File: src/rtl/fll_wordcnt_compare.sv
// Word-rate comparator: counts I2S words on the master and local bit clocks and
// drives speedup/slowdown levels from the saturating signed word-count difference.
module fll_wordcnt_compare #(
  parameter int BITS_PER_WORD = 32,
  parameter int DIFF_W        = 8,
  parameter int THRESH        = 2
) (
  input  logic                     CLK_IP_i,
  input  logic                     RST_IP_n_i,
  input  logic                     enable_i,
  input  logic                     bitclk_master_i,
  input  logic                     bitclk_local_i,
  input  logic                     ovf_clr_i,
  output logic                     Interrupt_speedup_o,
  output logic                     Interrupt_slowdown_o,
  output logic                     master_wordcnt_is_ahead_o,
  output logic                     local_wordcnt_is_ahead_o,
  output logic signed [DIFF_W-1:0] word_diff_o,
  output logic                     ovf_o
);

  localparam int CNT_W = $clog2(BITS_PER_WORD);
  localparam logic [CNT_W-1:0] LAST_BIT = CNT_W'(BITS_PER_WORD - 1);
  localparam logic [CNT_W-1:0] CNT_ONE  = CNT_W'(1);
  localparam logic signed [DIFF_W-1:0] DIFF_MAX = {1'b0, {(DIFF_W-1){1'b1}}};
  localparam logic signed [DIFF_W-1:0] DIFF_MIN = {1'b1, {(DIFF_W-1){1'b0}}};
  localparam logic signed [DIFF_W-1:0] DIFF_ONE = DIFF_W'(1);
  localparam logic signed [DIFF_W-1:0] ZERO     = '0;
  localparam logic signed [DIFF_W-1:0] THR_POS  = DIFF_W'(THRESH);
  localparam logic signed [DIFF_W-1:0] THR_NEG  = DIFF_W'(-THRESH);

  typedef enum logic [1:0] {LOCKED, SPEEDUP, SLOWDOWN} state_t;

  // Returns {saturation_event, next_diff}; simultaneous ticks cancel.
  function automatic logic [DIFF_W:0] diff_step(input logic signed [DIFF_W-1:0] d,
                                                input logic up, input logic dn);
    logic                     sat;
    logic signed [DIFF_W-1:0] nxt;
    sat = 1'b0;
    nxt = d;
    if (up && !dn) begin
      if (d == DIFF_MAX) sat = 1'b1;
      else               nxt = d + DIFF_ONE;
    end else if (dn && !up) begin
      if (d == DIFF_MIN) sat = 1'b1;
      else               nxt = d - DIFF_ONE;
    end
    return {sat, nxt};
  endfunction

  logic [1:0]               m_sync_p0, l_sync_p0;
  logic                     m_prev_p0, l_prev_p0;
  logic                     m_rise, l_rise;
  logic [CNT_W-1:0]         m_cnt_p1, l_cnt_p1;
  logic                     m_tick_p1, l_tick_p1;
  logic signed [DIFF_W-1:0] diff_p2;
  logic                     ovf_p2;
  logic [DIFF_W:0]          step;
  state_t                   state_p3;
  logic                     spd_p3, slw_p3, m_ahead_p3, l_ahead_p3;

  // Stage p0: synchronizers and edge registers, free-running regardless of enable_i
  always_ff @(posedge CLK_IP_i or negedge RST_IP_n_i) begin
    if (!RST_IP_n_i) begin
      m_sync_p0 <= '0;
      l_sync_p0 <= '0;
      m_prev_p0 <= 1'b0;
      l_prev_p0 <= 1'b0;
    end else begin
      m_sync_p0 <= {m_sync_p0[0], bitclk_master_i};
      l_sync_p0 <= {l_sync_p0[0], bitclk_local_i};
      m_prev_p0 <= m_sync_p0[1];
      l_prev_p0 <= l_sync_p0[1];
    end
  end

  assign m_rise = m_sync_p0[1] & ~m_prev_p0;
  assign l_rise = l_sync_p0[1] & ~l_prev_p0;

  // Stage p1: bit counters and word ticks
  always_ff @(posedge CLK_IP_i or negedge RST_IP_n_i) begin
    if (!RST_IP_n_i) begin
      m_cnt_p1  <= '0;
      l_cnt_p1  <= '0;
      m_tick_p1 <= 1'b0;
      l_tick_p1 <= 1'b0;
    end else if (!enable_i) begin
      m_cnt_p1  <= '0;
      l_cnt_p1  <= '0;
      m_tick_p1 <= 1'b0;
      l_tick_p1 <= 1'b0;
    end else begin
      m_tick_p1 <= 1'b0;
      l_tick_p1 <= 1'b0;
      if (m_rise) begin
        if (m_cnt_p1 == LAST_BIT) begin
          m_cnt_p1  <= '0;
          m_tick_p1 <= 1'b1;
        end else begin
          m_cnt_p1 <= m_cnt_p1 + CNT_ONE;
        end
      end
      if (l_rise) begin
        if (l_cnt_p1 == LAST_BIT) begin
          l_cnt_p1  <= '0;
          l_tick_p1 <= 1'b1;
        end else begin
          l_cnt_p1 <= l_cnt_p1 + CNT_ONE;
        end
      end
    end
  end

  assign step = diff_step(diff_p2, m_tick_p1, l_tick_p1);

  // Stage p2: saturating difference and sticky overflow (set beats clear)
  always_ff @(posedge CLK_IP_i or negedge RST_IP_n_i) begin
    if (!RST_IP_n_i) begin
      diff_p2 <= '0;
      ovf_p2  <= 1'b0;
    end else if (!enable_i) begin
      diff_p2 <= '0;
      ovf_p2  <= 1'b0;
    end else begin
      diff_p2 <= step[DIFF_W-1:0];
      if (step[DIFF_W])  ovf_p2 <= 1'b1;
      else if (ovf_clr_i) ovf_p2 <= 1'b0;
    end
  end

  // Stage p3: ahead flags and hysteretic interrupt FSM
  always_ff @(posedge CLK_IP_i or negedge RST_IP_n_i) begin
    if (!RST_IP_n_i) begin
      state_p3   <= LOCKED;
      spd_p3     <= 1'b0;
      slw_p3     <= 1'b0;
      m_ahead_p3 <= 1'b0;
      l_ahead_p3 <= 1'b0;
    end else if (!enable_i) begin
      state_p3   <= LOCKED;
      spd_p3     <= 1'b0;
      slw_p3     <= 1'b0;
      m_ahead_p3 <= 1'b0;
      l_ahead_p3 <= 1'b0;
    end else begin
      m_ahead_p3 <= (diff_p2 > ZERO);
      l_ahead_p3 <= (diff_p2 < ZERO);
      case (state_p3)
        LOCKED: begin
          if (diff_p2 >= THR_POS) begin
            state_p3 <= SPEEDUP;
            spd_p3   <= 1'b1;
          end else if (diff_p2 <= THR_NEG) begin
            state_p3 <= SLOWDOWN;
            slw_p3   <= 1'b1;
          end
        end
        SPEEDUP: begin
          if (diff_p2 <= ZERO) begin
            state_p3 <= LOCKED;
            spd_p3   <= 1'b0;
          end
        end
        SLOWDOWN: begin
          if (diff_p2 >= ZERO) begin
            state_p3 <= LOCKED;
            slw_p3   <= 1'b0;
          end
        end
        default: begin
          state_p3 <= LOCKED;
          spd_p3   <= 1'b0;
          slw_p3   <= 1'b0;
        end
      endcase
    end
  end

  assign Interrupt_speedup_o       = spd_p3;
  assign Interrupt_slowdown_o      = slw_p3;
  assign master_wordcnt_is_ahead_o = m_ahead_p3;
  assign local_wordcnt_is_ahead_o  = l_ahead_p3;
  assign word_diff_o               = diff_p2;
  assign ovf_o                     = ovf_p2;

endmodule

File: config.mk
export PLATFORM = sky130hd
export DESIGN_NAME = fll_wordcnt_compare
export DESIGN_NICKNAME = d
export VERILOG_FILES = /design/src/rtl/fll_wordcnt_compare.sv
export SDC_FILE = /design/constraint.sdc
export NUM_CORES = 1
export LEC_CHECK = 0
export ABC_AREA = 1
export CORE_ASPECT_RATIO = 0.9
export CORE_MARGIN = 2
export CORE_UTILIZATION = 40
export DETAILED_ROUTE_END_ITERATION = 7
export MAX_ROUTING_LAYER = met4
export PLACE_DENSITY = 0.68
export SYNTH_ARGS = -nofsm -noshare
export SYNTH_HDL_FRONTEND = slang
export SYNTH_SLANG_ARGS = --single-unit
File: constraint.sdc
create_clock -name CLK_IP_i -period 5.3 [get_ports CLK_IP_i]
set_clock_uncertainty 0.1 [all_clocks]
set_input_delay 0.795 -clock CLK_IP_i [delete_from_list [all_inputs] [get_ports CLK_IP_i]]
set_output_delay 0.795 -clock CLK_IP_i [all_outputs]
set_load 0.01 [all_outputs]
==> out/metrics.yaml <==
pwr-share-clk_pct: 33.6
cts_resized: 0
end_kind: "primary output"
grt_max_degree: 34
cts-htree-levels: 2
setup_viol: 0
vias: 1545
synth_warnings: 0
dr.first_iter.drc_count: 88
cts_tree: "done"
drv_cap: 0
critPathBufInv: 1
grt_pass1_wl_microns: 6800
clk_latency_ns: 0.28
core_region_area_sq_mm: 0.00452
clock-sinks: 33
drcViolationCount: 0
syn_nets: 264
irDropWorstVdd_mv: 0.162
fin_nets: 288
syn_area_sq_mm: 0.00190
path_clk_slew_ns: 0.06
drive_gt1_share_pct: 6.27
required_ns: 4.41
clock_tree.root_cell: "clkbuf_8"
slew_headroom_pct: 62.0
critical_path.max_fanout: 11
fin_ws_ns: 2.96
diodes: 0
area_growth_pct: 17.9
tightest_slew_ns: 0.568
finalSetupTns_ns: 0
groute.usage.overall_pct: 16.4
fmaxAchievable_mhz: 427
p_sw_w: 0.000155
die_w_microns: 76.6
hold_path_class: "register to register"
synth_area_leaders: "dfrtp_1 (44%), nand2_1 (15%), inv_1 (8.5%), ha_1 (6.6%), nand3_1 (4.7%)"
cpPeakStageDelay_ns: 0.61
ios: 19
detailed_place.area_sq_mm: 0.00215
totalWireLength_microns: 3780
synth_top_area_cell: "dfrtp_1"
synth_top_area_share_pct: 43.5
p_leak_nw: 1.16
rsz0062_at_grt: "no"
wl_per_cell_microns: 11.4
drv_slew: 0
cp_top_family: "buffers and inverters"
die_y_microns: 69.4
finalNonFillerCells: 333
outcome: "completed"
fill_cells: 449
worstSetupPathType: "register to primary output"
first_pass_iters: 4
synthFlopType: "dfrtp_1"
p_sw_share_pct: 27.2
ys_seq_area_share_pct: 43.5
async_flop_share_pct: 100
gp_congestion: 0.843
synth_seq_cells: 33
ant_nets: 0
grt_pass1_vias: 1522
timing_hold_violations_final: 0
post-cts-setup-buffers: 0
pre_cts_slack_ns: 2.68
synth_cell_types: 27
worst_path_max_delay_cell: "clkdlybuf4s50_1"
seqPwrFrac_pct: 50.2
synth.avg_cell_area_sq_um: 7.68
start_util_pct: 42.0
period_needed_ns: 2.34
dieArea_sq_mm: 0.00531
dpl.cell_count: 326
vias_per_cell: 4.64
powerDensity_mw_per_mm2: 255
clk_path_buf_depth: 2
grt_overflow: 0
final_area_sq_mm: 0.00224
rows: 23
cp-start-kind: "register"
synth_edf_count: 0
crit_path_cell_trace: "clkdlybuf4s50_1"
p_comb_share_pct: 16.3
critPathArrivalTime_ns: 1.44
syn_inst: 247
cts_buffers: 5
hpwl_microns: 2780
antenna_found_initial: 0
cts-hold-fix-buffers: 0
port_buffers: 18
fin_crit_sh_pct: 44.1
p_int_w: 0.000415
==> cell families after synthesis <==
logic type      count (synthesis)  synth area share (%)
buf+inv                        47                  9.56
simple gates                  128                  30.0
flops                          33                  43.5
compound gates                 23                  6.99
xor+xnor                        5                  2.31
fa+ha+maj                      11                  7.65
==> metal layers <==
metal	GRT usage (%)	routed length, microns	vias to the layer above
li1	-	-	819
met1	22.7	1940	693
met2	24.3	1640	28
met3	3.65	162	5
met4	4.85	44	0
met5	-	0	-
==> final cells by class <==
| class | instances | area (sq um) | share of cell area [%] |
|---|---|---|---|
| clock buffers | 7 | 86.3 | 3.86 |
| inverters | 45 | 169 | 7.55 |
| flip-flops and latches | 33 | 826 | 36.9 |
| multi-input cells | 167 | 891 | 39.8 |
| well taps | 62 | 77.6 | 3.47 |
| repair buffers | 19 | 188 | 8.39 |
==> flip-flops by register name, indices dropped and copies added, names as in the netlist, 2 cells and up <==
name         cells
word_diff_o      8
l_cnt_p1         5
m_cnt_p1         5
l_sync_p0        2
m_sync_p0        2
state_p3         2
==> cells in the mapped netlist, types with 4 or more instances <==
library cell,instances
nor3_1,7
nand2_1,74
a21oi_1,8
nor2_1,18
dfrtp_1,33
inv_1,43
xor2_1,4
ha_1,10
nand3_1,18
o21ai_0,9
==> cell usage in the layout (no fill, tap or decap), types with 2 or more instances in the layout <==
cell type / count
nand3_1: 18
ha_1: 10
o22ai_1: 2
nor3_1: 7
dfrtp_1: 33
clkdlybuf4s50_1: 18
nand3_2: 2
inv_1: 43
nand2_1: 74
a32o_1: 2
nand4_1: 2
a21oi_1: 8
nor2_2: 2
xor2_1: 4
clkbuf_8: 6
inv_2: 2
o21ai_0: 9
nor2_1: 18
==> per-stage QoR <==
stage | power [W] | hold slack, ns | util, %
CTS | 0.000577 | 0.269 | 49.5
detailed placement | 0.000384 | 0.254 | 47.6
global route | 0.000603 | 0.273 | 49.5
floorplan | 0.000345 | 0.231 | -
finish | 0.000570 | 0.261 | 49.5
global placement | 0.000382 | 0.234 | 47.6
==> worst paths after layout <==
path                                start              to  slack, ns  cells past startpoint
min in group asynchronous      RST_IP_n_i     m_cnt_p1[1]       0.80                      2
max                        word_diff_o[7]  word_diff_o[7]       2.96                      1
max in group asynchronous      RST_IP_n_i  word_diff_o[6]       4.01                      2
max reg2reg                     l_tick_p1  word_diff_o[7]       3.38                     10
min reg2reg                  l_sync_p0[0]    l_sync_p0[1]       0.26                      0
min                          l_sync_p0[0]    l_sync_p0[1]       0.26                      0
==> power by group through the flow <==
stage	Sequential (W)	Clock [W]	Combinational (W)
6_report	0.000286	0.000191	0.0000928
5_1_grt	0.000289	0.000206	0.000108
4_1_cts	0.000286	0.000196	0.0000940
3_5_place_dp	0.000291	0	0.0000926
3_3_place_gp	0.000291	0	0.0000915
2_1_floorplan	0.000291	0	0.0000537
Note: power is estimated with default switching activity, not from simulation.
